File: src/rtl/sgd_worker_recv.sv
// Worker-side TCP receive engine: requests each notified packet from the stack, checks session
// and length, and unpacks the low NUM_OF_BANKS*32 payload bits into per-bank gradient values.
module sgd_worker_recv #(
    parameter int unsigned NUM_OF_BANKS = 8,
    parameter int unsigned EXP_LEN      = 64
) (
    input  logic                          clk,
    input  logic                          rst,
    input  logic [15:0]                   server_session,
    input  logic                          s_axis_notifications_valid,
    output logic                          s_axis_notifications_ready,
    input  logic [31:0]                   s_axis_notifications_data,
    output logic                          m_axis_read_package_valid,
    input  logic                          m_axis_read_package_ready,
    output logic [31:0]                   m_axis_read_package_data,
    input  logic                          s_axis_rx_metadata_valid,
    output logic                          s_axis_rx_metadata_ready,
    input  logic [15:0]                   s_axis_rx_metadata_data,
    input  logic                          s_axis_rx_data_valid,
    output logic                          s_axis_rx_data_ready,
    input  logic [511:0]                  s_axis_rx_data_data,
    input  logic [63:0]                   s_axis_rx_data_keep,
    input  logic                          s_axis_rx_data_last,
    output logic [NUM_OF_BANKS-1:0][31:0] grad_out,
    output logic                          grad_out_valid,
    output logic [31:0]                   rx_pkt_cnt,
    output logic [31:0]                   rx_drop_cnt,
    output logic [31:0]                   rx_err_cnt
);

    localparam int unsigned GW         = 32 * NUM_OF_BANKS;
    localparam logic [15:0] ExpLen16   = 16'(EXP_LEN);

    localparam logic [1:0] IDLE = 2'd0;
    localparam logic [1:0] REQ  = 2'd1;
    localparam logic [1:0] META = 2'd2;
    localparam logic [1:0] DATA = 2'd3;

    logic [1:0]    state_q;
    logic [15:0]   sess_q;
    logic [15:0]   len_q;
    logic [15:0]   srv_q;
    logic          accept_q;
    logic          err_q;
    logic          first_q;
    logic [GW-1:0] hold_q;

    logic [15:0]   notif_len;
    logic          pkt_err;
    logic [GW-1:0] beat_banks;

    // keep and the payload above the bank lanes are intentionally not consumed
    logic unused_inputs;
    assign unused_inputs = ^{s_axis_rx_data_keep, s_axis_rx_data_data[511:GW]};

    assign notif_len  = s_axis_notifications_data[31:16];
    assign beat_banks = s_axis_rx_data_data[GW-1:0];
    // any beat beyond the first marks the packet malformed
    assign pkt_err    = err_q | ~first_q;

    always_comb begin
        s_axis_notifications_ready = ~rst && (state_q == IDLE);
        m_axis_read_package_valid  = ~rst && (state_q == REQ);
        s_axis_rx_metadata_ready   = ~rst && (state_q == META);
        s_axis_rx_data_ready       = ~rst && (state_q == DATA);
        m_axis_read_package_data   = {len_q, sess_q};
    end

    always_ff @(posedge clk) begin
        if (rst) begin
            state_q        <= IDLE;
            sess_q         <= '0;
            len_q          <= '0;
            srv_q          <= '0;
            accept_q       <= 1'b0;
            err_q          <= 1'b0;
            first_q        <= 1'b0;
            hold_q         <= '0;
            grad_out       <= '0;
            grad_out_valid <= 1'b0;
            rx_pkt_cnt     <= '0;
            rx_drop_cnt    <= '0;
            rx_err_cnt     <= '0;
        end else begin
            grad_out_valid <= 1'b0;
            case (state_q)
                IDLE: begin
                    if (s_axis_notifications_valid && notif_len != 16'd0) begin
                        sess_q  <= s_axis_notifications_data[15:0];
                        len_q   <= notif_len;
                        srv_q   <= server_session;
                        state_q <= REQ;
                    end
                end
                REQ: begin
                    if (m_axis_read_package_ready) state_q <= META;
                end
                META: begin
                    if (s_axis_rx_metadata_valid) begin
                        accept_q <= (s_axis_rx_metadata_data == srv_q);
                        err_q    <= (len_q != ExpLen16);
                        first_q  <= 1'b1;
                        state_q  <= DATA;
                    end
                end
                default: begin
                    if (s_axis_rx_data_valid) begin
                        first_q <= 1'b0;
                        if (first_q) hold_q <= beat_banks;
                        else         err_q  <= 1'b1;
                        if (s_axis_rx_data_last) begin
                            state_q <= IDLE;
                            if (!accept_q) begin
                                rx_drop_cnt <= rx_drop_cnt + 32'd1;
                            end else if (pkt_err) begin
                                rx_err_cnt <= rx_err_cnt + 32'd1;
                            end else begin
                                grad_out       <= first_q ? beat_banks : hold_q;
                                grad_out_valid <= 1'b1;
                                rx_pkt_cnt     <= rx_pkt_cnt + 32'd1;
                            end
                        end
                    end
                end
            endcase
        end
    end

endmodule

File: config.mk
export PLATFORM = sky130hd
export DESIGN_NAME = sgd_worker_recv
export DESIGN_NICKNAME = d
export VERILOG_FILES = /design/src/rtl/sgd_worker_recv.sv
export SDC_FILE = /design/constraint.sdc
export NUM_CORES = 1
export LEC_CHECK = 0
export CORE_AREA = 2 2 405 407
export CTS_BUF_LIST = sky130_fd_sc_hd__clkbuf_8 sky130_fd_sc_hd__clkbuf_16
export CTS_CLUSTER_DIAMETER = 120
export CTS_CLUSTER_SIZE = 14
export DETAILED_ROUTE_END_ITERATION = 10
export DIE_AREA = 0 0 407 409
export GPL_ROUTABILITY_DRIVEN = 0
export SYNTH_ARGS = -nofsm -noshare
export SYNTH_HDL_FRONTEND = slang
export SYNTH_SLANG_ARGS = --single-unit
File: constraint.sdc
create_clock -name clk -period 1.8 [get_ports clk]
set_input_delay 0.18 -clock clk [delete_from_list [all_inputs] [get_ports clk]]
set_output_delay 0.18 -clock clk [all_outputs]
set_load 0.03 [all_outputs]
==> results.cfg <==
[route]
routed_wl_um = 85400
avgRoutedWirePerCell_um = 17.3
vias = 16500
dr.pass1.iters = 5
antenna_left = 0
drt_iter0_drc = 868
drc_errors = 0
via_per_inst = 3.33

[global_routing]
grt_pass1_vias = 16100
grt_start_max_net_pins = 87
grt_pass1_wl_um = 117000
antenna_found_initial = 12
gr-usage-met2_pct = 15.6
overflow = 0
grt_use_met3_pct = 5.20
use_met1_pct = 11.0
grtUsageTotal_pct = 9.75
grt-busiest-layer = met2

[floorplanning]
die_x_um = 407
die_y_um = 409
rows = 148
start_util_pct = 9.48
dieArea_mm2 = 0.166
ioPinCount = 1036
core_mm2 = 0.162

[sta]
max_freq_ghz = 0.517
timing.final.ws_setup_ns = -0.135
fin_crit_sh_pct = 108
slew_viol_final = 0
fin_crit_ns = 1.94
worst_pin_slew_ns = 0.584
fin_hold_ws_ns = 0.113
fin_skew_ns = 0.0459
hold_viol = 0
relSlewSlack_pct = 61.1
setup_viol = 142
rsz0062_at_grt = yes

[worst_setup_path]
worstSetupPathType = register to register
arrival_ns = 2.46
critPathCapture = rx_pkt_cnt[5]
worstReg2RegEnd = rx_pkt_cnt[5]
critPathLaunch = state_q[1]
timing.rr.start = state_q[1]
worst-r2r-cell-count = 7
startpoint_type = register
required_ns = 2.33
crit_path_end_kind = register
path_max_fanout = 7
ff2ff_setup_slack_ns = -0.14

[cts]
htree_levels = 2
cts_root_buf = clkbuf_16
cts_buffers = 37
tritoncts = done
path_clk_slew_ns = 0.07
clk-insertion-delay-late_ns = 0.60
cts_max_path_buffers = 3
cts_sinks = 406

[logic_synthesis]
ys_seq_area_share_pct = 52.9
synth_top_area_share_pct = 52.9
yosysUniqueCellTypes = 53
synthTopCellsByArea = dfxtp_1 53%, nand2_1 16%, a21oi_1 11%
synth_area_per_cell_um2 = 8.05
netlist.top_cell.by_area = dfxtp_1
yosys-top-cells-count = 655 x nand2_1, 406 x dfxtp_1, 325 x a21oi_1, 115 x clkbuf_1, 93 x nor2_1
synth_fp_nets = 2561
synth-edff-count = 0
syn_inst = 1907
synth_area_mm2 = 0.0154
ys_warn_count = 0
async_flop_share_pct = 0
yosysMostFrequentCell = nand2_1
synth-seq-cells = 406
ys.flop_type = dfxtp_1

[finish]
fill_cells = 18200
nNetsFinal = 3409
drive_gt1_share_pct = 19.1
syn_to_final_growth_pct = 87.2
final_cells = 4945

[power]
leakagePower_uw = 0.0115
irDropWorstVdd_v = 0.000624
powerDensity_mw_per_mm2 = 699

[placement]
port_buffers = 715
dp.final_hpwl_um = 65800
placed_cells = 4852

[run_status]
violations = negative setup slack
status = finished, violations left

[min_path]
hold_path.class = primary input to register

[flow_run]
max_cap_violations = 0
## registers in the layout (all words and copies together) (netlist names)
signal,flops
sess_q,16
len_q,16
grad_out,256
rx_pkt_cnt,32
accept_q,1
srv_q,16
err_q,1
first_q,1
state_q,2
grad_out_valid,1
rx_drop_cnt,32
rx_err_cnt,32
## area by class of cell
cell class	count	area, um2	share of cell area [%]
antenna	2	5.00	0.0174
clock buffer	38	951	3.31
clock inverter	14	118	0.409
inverter	13	60.1	0.209
multi-input combinational	1365	7610	26.5
sequential	406	8220	28.6
tap	2175	2720	9.47
timing repair buffer	932	9060	31.5
## worst max-delay path: stages, from the launching register on
cell and delay (ns):
dfxtp_2 0.36, ha_4 0.15, nand4_4 0.15, buf_8 0.18, buf_6 0.11, or3_4 0.42
or3_1 0.33, a21oi_1 0.15
## power by group
group          switching, uW  internal, uW  total, uW  leakage, uW
registers                148          9190       9340      0.00330
logic                   1610          1450       3060      0.00760
clock network           3830          3850       7680     0.000549
## metrics by stage
stage | power [uW] | TNS [ns] | util [%] | cell area, um2 | setup WS, ns
2_1_floorplan | 10800 | -0.316 | - | 15600 | -0.102
3_3_place_gp | 12500 | -124.47 | 16.3 | 26400 | -0.588
3_5_place_dp | 12600 | -135.57 | 16.3 | 26400 | -0.596
4_1_cts | 20500 | -10.44 | 17.4 | 28100 | -0.169
5_1_grt | 21100 | -33.18 | 17.7 | 28700 | -0.213
6_report | 20100 | -5.83 | 17.7 | 28700 | -0.135
## layout by cell type, fill, tap and decap left out, types with 17 or more instances in the layout
| cell | instances |
|---|---|
| nand2_1 | 618 |
| nand3_1 | 17 |
| dfxtp_2 | 31 |
| nand4_1 | 40 |
| a21oi_1 | 249 |
| nor2_1 | 90 |
| inv_1 | 17 |
| clkbuf_16 | 40 |
| dfxtp_1 | 361 |
| xnor2_1 | 26 |
| buf_6 | 21 |
| dlygate4sd2_1 | 329 |
| clkdlybuf4s50_1 | 332 |
| buf_4 | 196 |
| buf_12 | 27 |
| xor2_1 | 60 |
| a21oi_2 | 76 |
| nand2_4 | 23 |
## metal layers
metal | routed length (um) | part of all wire, %
met3 | 10700 | 12
met2 | 38700 | 45
met5 | 63 | 0.074
met4 | 2490 | 2.9
met1 | 33500 | 39
## cells by family after synthesis
kind of cell	Yosys count	share of synthesized area [%]
AOI/OAI and AO/OA	354	11.8
xor gates and xnor gates	89	5.08
adders and majority gates	7	0.570
buffers and inverters	137	3.64
DFF	406	52.9
muxes	3	0.204
and+or+nand+nor	911	25.8
## repair_timing
item,4_1_cts,5_1_grt
buffers inserted,22,9
pin swaps,48,52
gates resized for setup,486,127
cloned,13,2
hold buffers,1,0
endpoints found under the setup margin,624,335
endpoints found under the hold margin,17,0
## how the worst min path moves through the flow
stage,start,to,slack [ns],depth (start not counted)
floorplan,server_session[0],srv_q[0],0.32,2
global placement,grad_out[218],grad_out[218],0.44,2
detailed placement,grad_out[151],grad_out[151],0.45,2
CTS,s_axis_rx_data_data[226],grad_out[226],0.05,3
global route,s_axis_rx_data_data[218],grad_out[218],0.08,3
finish,s_axis_rx_data_data[226],grad_out[226],0.11,3
Note: power is estimated with default switching activity, not from simulation.
